`src/rtl/xillybus_event_mux.sv`:
```
// xillybus_event_mux: round-robin merge of NCH event streams into the Xillybus data/size FIFO pair
module xillybus_event_mux #(
  parameter int NCH  = 4,
  parameter int DW   = 64,
  parameter int MAXW = 4096
) (
  input  logic              bus_clk,
  input  logic              bus_rst,
  input  logic [NCH*DW-1:0] ev_tdata,
  input  logic [NCH-1:0]    ev_tvalid,
  input  logic [NCH-1:0]    ev_tlast,
  output logic [NCH-1:0]    ev_tready,
  output logic [DW-1:0]     user_w_event_out_data,
  output logic              user_w_event_out_wren,
  input  logic              user_w_event_out_full,
  input  logic              user_w_event_out_open,
  output logic [31:0]       user_w_event_size_out_data,
  output logic              user_w_event_size_out_wren,
  input  logic              user_w_event_size_out_full,
  input  logic              user_w_event_size_out_open,
  output logic [15:0]       drop_count
);
  localparam int GW = NCH > 1 ? $clog2(NCH) : 1;
  typedef enum logic [1:0] {IDLE, DATA, FLUSH, SIZE} state_t;
  state_t state_q, state_d;
  logic [GW-1:0] gnt_q, gnt_d, rr_q, rr_d, nxt, pick, idx;
  logic [15:0] cnt_q, cnt_d, drop_count_q, drop_count_d, drop_inc;
  logic trunc_q, trunc_d, drop_q, drop_d;
  logic opn, v, l, acc;
  assign opn = user_w_event_out_open & user_w_event_size_out_open;
  assign v = ev_tvalid[gnt_q];
  assign l = ev_tlast[gnt_q];
  assign acc = v & ev_tready[gnt_q];
  assign nxt = (gnt_q == GW'(NCH - 1)) ? '0 : gnt_q + 1'b1;
  assign drop_inc = (&drop_count_q) ? drop_count_q : drop_count_q + 16'd1;
  assign drop_count = drop_count_q;
  assign user_w_event_out_data = ev_tdata[gnt_q*DW +: DW];
  assign user_w_event_out_wren = (state_q == DATA) & v & ~user_w_event_out_full & opn;
  assign user_w_event_size_out_wren = (state_q == SIZE) & ~user_w_event_size_out_full & opn;
  assign user_w_event_size_out_data = (state_q == SIZE) ? {4'(gnt_q), trunc_q, 11'd0, cnt_q} : 32'd0;
  // first valid channel at or after rr, wrapping; lowest offset wins
  always_comb begin
    pick = rr_q;
    idx = '0;
    for (int k = NCH - 1; k >= 0; k--) begin
      idx = GW'((int'(rr_q) + k) % NCH);
      if (ev_tvalid[idx]) pick = idx;
    end
  end
  // only the granted channel may see ready; a closed host stops DATA writes at once
  always_comb begin
    ev_tready = '0;
    ev_tready[gnt_q] = (state_q == DATA) ? ~user_w_event_out_full & opn : (state_q == FLUSH);
  end
  // event sequencing: arbitrate, stream, discard tail, emit size word
  always_comb begin
    state_d = state_q;
    gnt_d = gnt_q;
    rr_d = rr_q;
    cnt_d = cnt_q;
    trunc_d = trunc_q;
    drop_d = drop_q;
    drop_count_d = drop_count_q;
    case (state_q)
      IDLE: begin
        cnt_d = '0;
        trunc_d = 1'b0;
        drop_d = ~opn;
        if (|ev_tvalid) begin
          gnt_d = pick;
          state_d = opn ? DATA : FLUSH;
        end
      end
      DATA: begin
        if (!opn) begin
          drop_d = 1'b1;
          state_d = FLUSH;
        end else if (acc) begin
          cnt_d = cnt_q + 16'd1;
          if (l) state_d = SIZE;
          else if (cnt_q == 16'(MAXW - 1)) begin
            trunc_d = 1'b1;
            state_d = FLUSH;
          end
        end
      end
      FLUSH: begin
        if (acc & l) begin
          if (drop_q) begin
            drop_count_d = drop_inc;
            rr_d = nxt;
            state_d = IDLE;
          end else state_d = SIZE;
        end
      end
      default: begin
        if (!opn) begin
          drop_count_d = drop_inc;
          rr_d = nxt;
          state_d = IDLE;
        end else if (!user_w_event_size_out_full) begin
          rr_d = nxt;
          state_d = IDLE;
        end
      end
    endcase
  end
  // state registers with synchronous reset
  always_ff @(posedge bus_clk) begin
    if (bus_rst) begin
      state_q <= IDLE;
      gnt_q <= '0;
      rr_q <= '0;
      cnt_q <= '0;
      trunc_q <= 1'b0;
      drop_q <= 1'b0;
      drop_count_q <= '0;
    end else begin
      state_q <= state_d;
      gnt_q <= gnt_d;
      rr_q <= rr_d;
      cnt_q <= cnt_d;
      trunc_q <= trunc_d;
      drop_q <= drop_d;
      drop_count_q <= drop_count_d;
    end
  end
endmodule
```
`config.mk`:
```
export PLATFORM = sky130hd
export DESIGN_NAME = xillybus_event_mux
export DESIGN_NICKNAME = d
export VERILOG_FILES = /design/src/rtl/xillybus_event_mux.sv
export SDC_FILE = /design/constraint.sdc
export NUM_CORES = 1
export LEC_CHECK = 0
export CAP_MARGIN = 20
export CORE_AREA = 8 8 146 148
export DETAILED_ROUTE_END_ITERATION = 16
export DIE_AREA = 0 0 154 156
export PLACE_DENSITY = 0.67
export SETUP_SLACK_MARGIN = 0.2
export SKIP_CTS_REPAIR_TIMING = 1
export SYNTH_ARGS = -nofsm -noshare
export SYNTH_HDL_FRONTEND = slang
export SYNTH_SLANG_ARGS = --single-unit
```
`constraint.sdc`:
```
create_clock -name bus_clk -period 5.05 [get_ports bus_clk]
set_input_delay 0.7575 -clock bus_clk [delete_from_list [all_inputs] [get_ports bus_clk]]
set_output_delay 0.7575 -clock bus_clk [all_outputs]
set_load 0.03 [all_outputs]
```
==> flow_metrics.py, run 1 <==
metrics = {
    "run_status": {
        "status": "finished, final reports clean",
    },
    "power": {
        "switching_power_mw": 1.21,
        "internal-power_mw": 1.42,
        "p_seq_frac": 0.161,
        "combPwrFrac": 0.722,
        "swShare": 0.462,
        "power_density_nw_per_um2": 320,
        "p_leak_nw": 2.74,
        "clkPwrFrac": 0.117,
        "vdd_drop_max_v": 0.000176,
    },
    "critical_path": {
        "path_class": "primary input to output pin",
        "start_kind": "primary input",
        "rr_endpoint": "drop_count[9]",
        "worstReg2RegStart": "gnt_q[1]",
        "critPathCaptureType": "output pin",
        "regToRegSetupSlack_ps": 2050,
        "cp.arrival_ps": 2740,
        "cp_data_required_time_ps": 4290,
        "path_max_fanout": 5,
        "reg2reg_depth": 7,
    },
    "worst_hold_path": {
        "hold-path-cell-count": 2,
        "hold_start": "cnt_q[1]",
        "hp-class": "flip-flop to flip-flop",
        "worstHoldEndpoint": "cnt_q[1]",
    },
    "yosys": {
        "synth_cells": 406,
        "yosysMostFrequentCell": "mux4_2",
        "yosys-top-cells-count": "67 x mux4_2, 40 x dfxtp_1, 27 x and2_1",
        "netlist.area_leader.share": 0.359,
        "synth_area_um2": 4210,
        "ys_async_sr_fraction": 0,
        "ys_ff_latch": 40,
        "yosysSeqAreaShare": 0.190,
        "ys_warn_count": 0,
        "synth_top_area_cell": "mux4_2",
        "synthTopCellsByArea": "mux4_2 36%, dfxtp_1 19%, and2_1 4.0%, ha_1 3.3%, buf_4 3.2%",
        "synth-edff-count": 0,
        "synth.avg_cell_area_um2": 10.4,
        "synth_ff_type": "dfxtp_1",
        "ys_types": 54,
    },
    "floorplan": {
        "core_area_um2": 19100,
        "ios": 388,
        "die_area_um2": 24000,
        "rows": 51,
        "die_w_um": 154,
        "die_h_um": 156,
        "start_util": 0.221,
    },
    "routing": {
        "wire_per_inst_um": 24.5,
        "drc_errors": 0,
        "vias_per_cell": 4.95,
        "drt_wl_total_um": 24500,
        "vias": 4938,
        "drt_iter0_markers": 437,
        "drtAntennaViolNets": 0,
        "dr.pass1.iters": 4,
    },
    "timing": {
        "setup_viol": 0,
        "finalCritPeriodShare": 0.693,
        "clock_skew_ps": 4.79,
        "hold_viol": 0,
        "timing.slew.headroom": 0.375,
        "rsz0062_at_grt": "no",
        "tns_ps": 0,
        "max_freq_mhz": 286,
        "period_needed_ps": 3500,
        "slew_violations": 0,
        "tightest_slew_ps": 925,
    },
    "finish": {
        "n_antenna_cell": 0,
        "finish.utilization": 0.431,
        "drive_gt1_frac": 0.116,
        "area_delta_synth_final_pct": 95.6,
        "nFillCells": 1848,
        "finalNetCount": 1040,
    },
    "cts": {
        "numCtsBuffers": 5,
        "cts_max_path_buffers": 2,
        "clockRootBuffer": "clkbuf_16",
        "clk_latency_ps": 290,
        "clkTransAtPathRegs_ps": 50,
        "h-tree-depth": 2,
        "clock_sinks": 40,
        "cts_tree": "done",
    },
    "grt": {
        "grt_remaining_overflow": 0,
        "grt_max_degree": 67,
        "antenna_found_initial": 1,
        "grt_pass1_wl_um": 34300,
        "grt_pass1_vias": 5177,
        "track_usage": 0.192,
    },
    "place": {
        "routabilityCongestion": 0.922,
        "dpl.hpwl_um": 20800,
        "portBuffers": 374,
    },
    "flow_run": {
        "cap_violations": 0,
    },
}
[worst max-delay path, cell delays in order]
cell and delay [ps]:
clkdlybuf4s50_1 540, nand4b_1 150, o21ai_0 290, and2_1 260, clkdlybuf4s50_1 740
[flip-flops by register name, summed over array words and instances (netlist names)]
signal and flops:
drop_q 1, drop_count 16, gnt_q 2, cnt_q 16
trunc_q 1, state_q 2, rr_q 2
[cell type report]
type | instances | area [µm²] | share of cell area
Timing Repair Buffer | 379 | 3790 | 0.461
Multi-Input combinational cell | 319 | 3140 | 0.381
Sequential cell | 40 | 808 | 0.0982
Tap cell | 238 | 298 | 0.0362
Clock buffer | 7 | 133 | 0.0161
Inverter | 14 | 52.6 | 0.00639
Clock inverter | 1 | 5.00 | 0.000608
[placed cells by master (no fill, tap or decap), types with 13 or more instances in the layout]
cell             Yosys  routed
nor2_1              25      25
dfxtp_1             40      38
conb_1               1      13
a21oi_1             24      24
nand2_1             19      19
or4_1               13      13
and2_1              27      27
inv_1               14      14
clkdlybuf4s50_1      0     374
mux4_2              67      67
[through the flow]
step,power (mW),cell area [µm²],hold WS [ps],setup slack (ps),instances
floorplan,1.58,4250,429,2190,418
global placement,2.33,8080,476,1570,989
detailed placement,2.33,8080,480,1570,989
CTS,2.65,8220,490,1560,997
global route,2.79,8230,529,1250,998
finish,2.63,8230,493,1550,998
[how the worst max path moves through the flow]
stage	endpoint	from	cells after the start
6_report	ev_tready[2]	user_w_event_size_out_open	5
5_1_grt	ev_tready[2]	state_q[1]	5
4_1_cts	ev_tready[2]	state_q[1]	5
3_5_place_dp	ev_tready[2]	user_w_event_size_out_open	5
3_3_place_gp	user_w_event_out_wren	ev_tvalid[1]	4
2_1_floorplan	drop_count[13]	gnt_q[1]	11
[power by group through the flow]
stage	combinational, mW	clock, mW	sequential, mW
after floorplan	1.19	0	0.390
after global placement	1.90	0	0.429
after detailed placement	1.90	0	0.430
after CTS	1.91	0.317	0.424
after global routing	2.03	0.327	0.435
final	1.90	0.308	0.424
[kinds of logic after synthesis]
family / count (synthesis) / share of synthesized area
simple gates: 153 / 0.212
mux: 72 / 0.372
compound gates: 60 / 0.0975
buf+inv: 59 / 0.0743
flops: 40 / 0.190
fa+ha+maj: 11 / 0.0327
xor+xnor: 10 / 0.0208
other cells: 1 / 0.000891
[layer usage]
metal	wire, µm	part of all wire	GRT usage
met1	9710	0.40	0.230
met2	11300	0.46	0.303
met5	13	0.00053	0
met4	469	0.019	0.0457
met3	2990	0.12	0.0928
(Power assumes the default switching activity.)
==> inputs of run 2 (changes only) <==
==> constraint.sdc (replaced) <==
create_clock -name bus_clk -period 3.3 [get_ports bus_clk]
set_input_delay 0.495 -clock bus_clk [delete_from_list [all_inputs] [get_ports bus_clk]]
set_output_delay 0.495 -clock bus_clk [all_outputs]
set_load 0.03 [all_outputs]
==> run 2 against run 1 <==
Effect of this change: global-route usage up 0.15 points; via count up 0.65%; clock power up 52%; combinational power up 56%.
==> flow_metrics.py, run 2 (synthesis gave the netlist of run 1 again) <==
metrics = {
    "run_status": {
        "status": "finished, final reports clean",
    },
    "cts": {
        "cts_max_path_buffers": 2,
        "clk_latency_ps": 290,
        "clockRootBuffer": "clkbuf_16",
        "clkTransAtPathRegs_ps": 50,
        "clock_sinks": 40,
        "h-tree-depth": 2,
        "cts_tree": "done",
        "numCtsBuffers": 5,
    },
    "place": {
        "routabilityCongestion": 0.949,
        "portBuffers": 374,
        "dp_cells": 996,
        "dpl.hpwl_um": 21400,
        "pre_cts_ws_ps": 355,
    },
    "critical_path": {
        "cpMaxStageDelayCell": "clkdlybuf4s50_1",
        "worstReg2RegStart": "gnt_q[0]",
        "path_max_fanout": 6,
        "cp.arrival_ps": 2470,
        "crit_start": "state_q[1]",
        "path_cells": "ha_1 -> inv_1 -> o21ai_1 -> and2_1 -> clkdlybuf4s50_1",
        "regToRegSetupSlack_ps": 670,
        "path_class": "flip-flop to output pin",
        "cp_data_required_time_ps": 2800,
        "critPathCaptureType": "output pin",
        "rr_endpoint": "rr_q[1]",
        "reg2reg_depth": 7,
        "start_kind": "flip-flop",
        "slowest_delay_ps": 730,
    },
    "power": {
        "switching_power_mw": 1.87,
        "vdd_drop_max_v": 0.000205,
        "combPwrFrac": 0.728,
        "p_total_mw": 4.08,
        "p_leak_nw": 2.80,
        "p_seq_frac": 0.157,
        "swShare": 0.458,
        "power_density_nw_per_um2": 491,
        "internal-power_mw": 2.21,
        "clkPwrFrac": 0.115,
    },
    "grt": {
        "antenna_found_initial": 4,
        "grt_pass1_vias": 5099,
        "grt_remaining_overflow": 0,
        "track_usage": 0.193,
        "grt_max_degree": 60,
        "grt_pass1_wl_um": 34400,
    },
    "worst_hold_path": {
        "hold-path-cell-count": 2,
        "hold_start": "cnt_q[1]",
        "hp-class": "flip-flop to flip-flop",
        "worstHoldEndpoint": "cnt_q[1]",
    },
    "finish": {
        "nFillCells": 1823,
        "drive_gt1_frac": 0.121,
        "final_cell_mix": "371 x clkdlybuf4s50_1, 67 x mux4_2, 38 x dfxtp_1",
        "fin_cells": 1008,
        "finalNetCount": 1046,
        "area_delta_synth_final_pct": 97.3,
        "mostFrequentLayoutCell": "clkdlybuf4s50_1",
        "finish.utilization": 0.435,
    },
    "timing": {
        "timing.final.ws_setup_ps": 336,
        "setup_viol": 0,
        "clock_skew_ps": 5.52,
        "period_needed_ps": 2960,
        "rsz0062_at_grt": "no",
        "finalCritPeriodShare": 0.898,
        "hold_viol": 0,
        "timing.slew.headroom": 0.664,
        "max_freq_mhz": 337,
        "tns_ps": 0,
        "slew_violations": 0,
        "tightest_slew_ps": 503,
    },
    "routing": {
        "vias": 4970,
        "wire_per_inst_um": 24.6,
        "vias_per_cell": 4.93,
        "dr.pass1.iters": 4,
        "drtAntennaViolNets": 0,
        "drt_iter0_markers": 309,
        "drt_wl_total_um": 24800,
        "drc_errors": 0,
    },
    "floorplan": {
        "start_util": 0.221,
        "core_area_um2": 19100,
        "die_h_um": 156,
        "rows": 51,
        "die_area_um2": 24000,
        "ios": 388,
        "die_w_um": 154,
    },
    "flow_run": {
        "cap_violations": 0,
    },
}
-- run 2: cell types whose count changed in the layout (fill, tap and decap cells not counted), sizes merged --
cell,delta
diode,+4
dlymetal6s2s,+3
clkdlybuf4s50,-3
buf,+6
-- run 2: stage by stage --
step	hold WS, ps	cell area, µm²
after floorplan	429	4250
after detailed placement	477	8150
after global routing	514	8300
after CTS	485	8290
after global placement	478	8150
final	484	8300
-- run 2: worst max-delay path, delay by kind of cell (launching register included) --
family                     cells  cell delay, ps
adders and majority gates      1             300
DFF                            1             430
and+or+nand+nor                1             210
buffers and inverters          2             850
AOI/OAI and AO/OA              1             390
-- run 2: layout make-up --
| class | count | area [µm²] | area share |
|---|---|---|---|
| well taps | 238 | 298 | 0.0359 |
| diodes | 4 | 10.0 | 0.00121 |
| inverters | 14 | 52.6 | 0.00633 |
| clock inverters | 1 | 3.75 | 0.000452 |
| flip-flops and latches | 40 | 808 | 0.0973 |
| repair buffers | 385 | 3860 | 0.465 |
| multi-input cells | 319 | 3140 | 0.378 |
| clock buffers | 7 | 133 | 0.0160 |
-- run 2: power groups by stage --
stage / combinational [mW] / clock (mW) / sequential (mW)
6_report: 2.97 / 0.468 / 0.641
4_1_cts: 3.00 / 0.478 / 0.645
5_1_grt: 3.16 / 0.501 / 0.657
3_3_place_gp: 2.98 / 0 / 0.653
3_5_place_dp: 2.99 / 0 / 0.657
2_1_floorplan: 1.82 / 0 / 0.597
-- run 2: how the worst max path moves through the flow --
stage / slack, ps / endpoint
2_1_floorplan: 440 / drop_count[13]
3_3_place_gp: 340 / user_w_event_out_wren
3_5_place_dp: 360 / user_w_event_out_wren
4_1_cts: 170 / ev_tready[2]
5_1_grt: 200 / user_w_event_out_data[5]
6_report: 340 / ev_tready[2]
-- run 2: metal layers --
layer | global-route usage | vias up | part of all wire | wire [µm]
met1 | 0.229 | 2373 | 0.39 | 9610
li1 | - | 2302 | - | -
met3 | 0.0956 | 22 | 0.13 | 3130
met2 | 0.306 | 271 | 0.47 | 11600
met4 | 0.0513 | 2 | 0.018 | 442
met5 | 0 | - | 0.00052 | 13
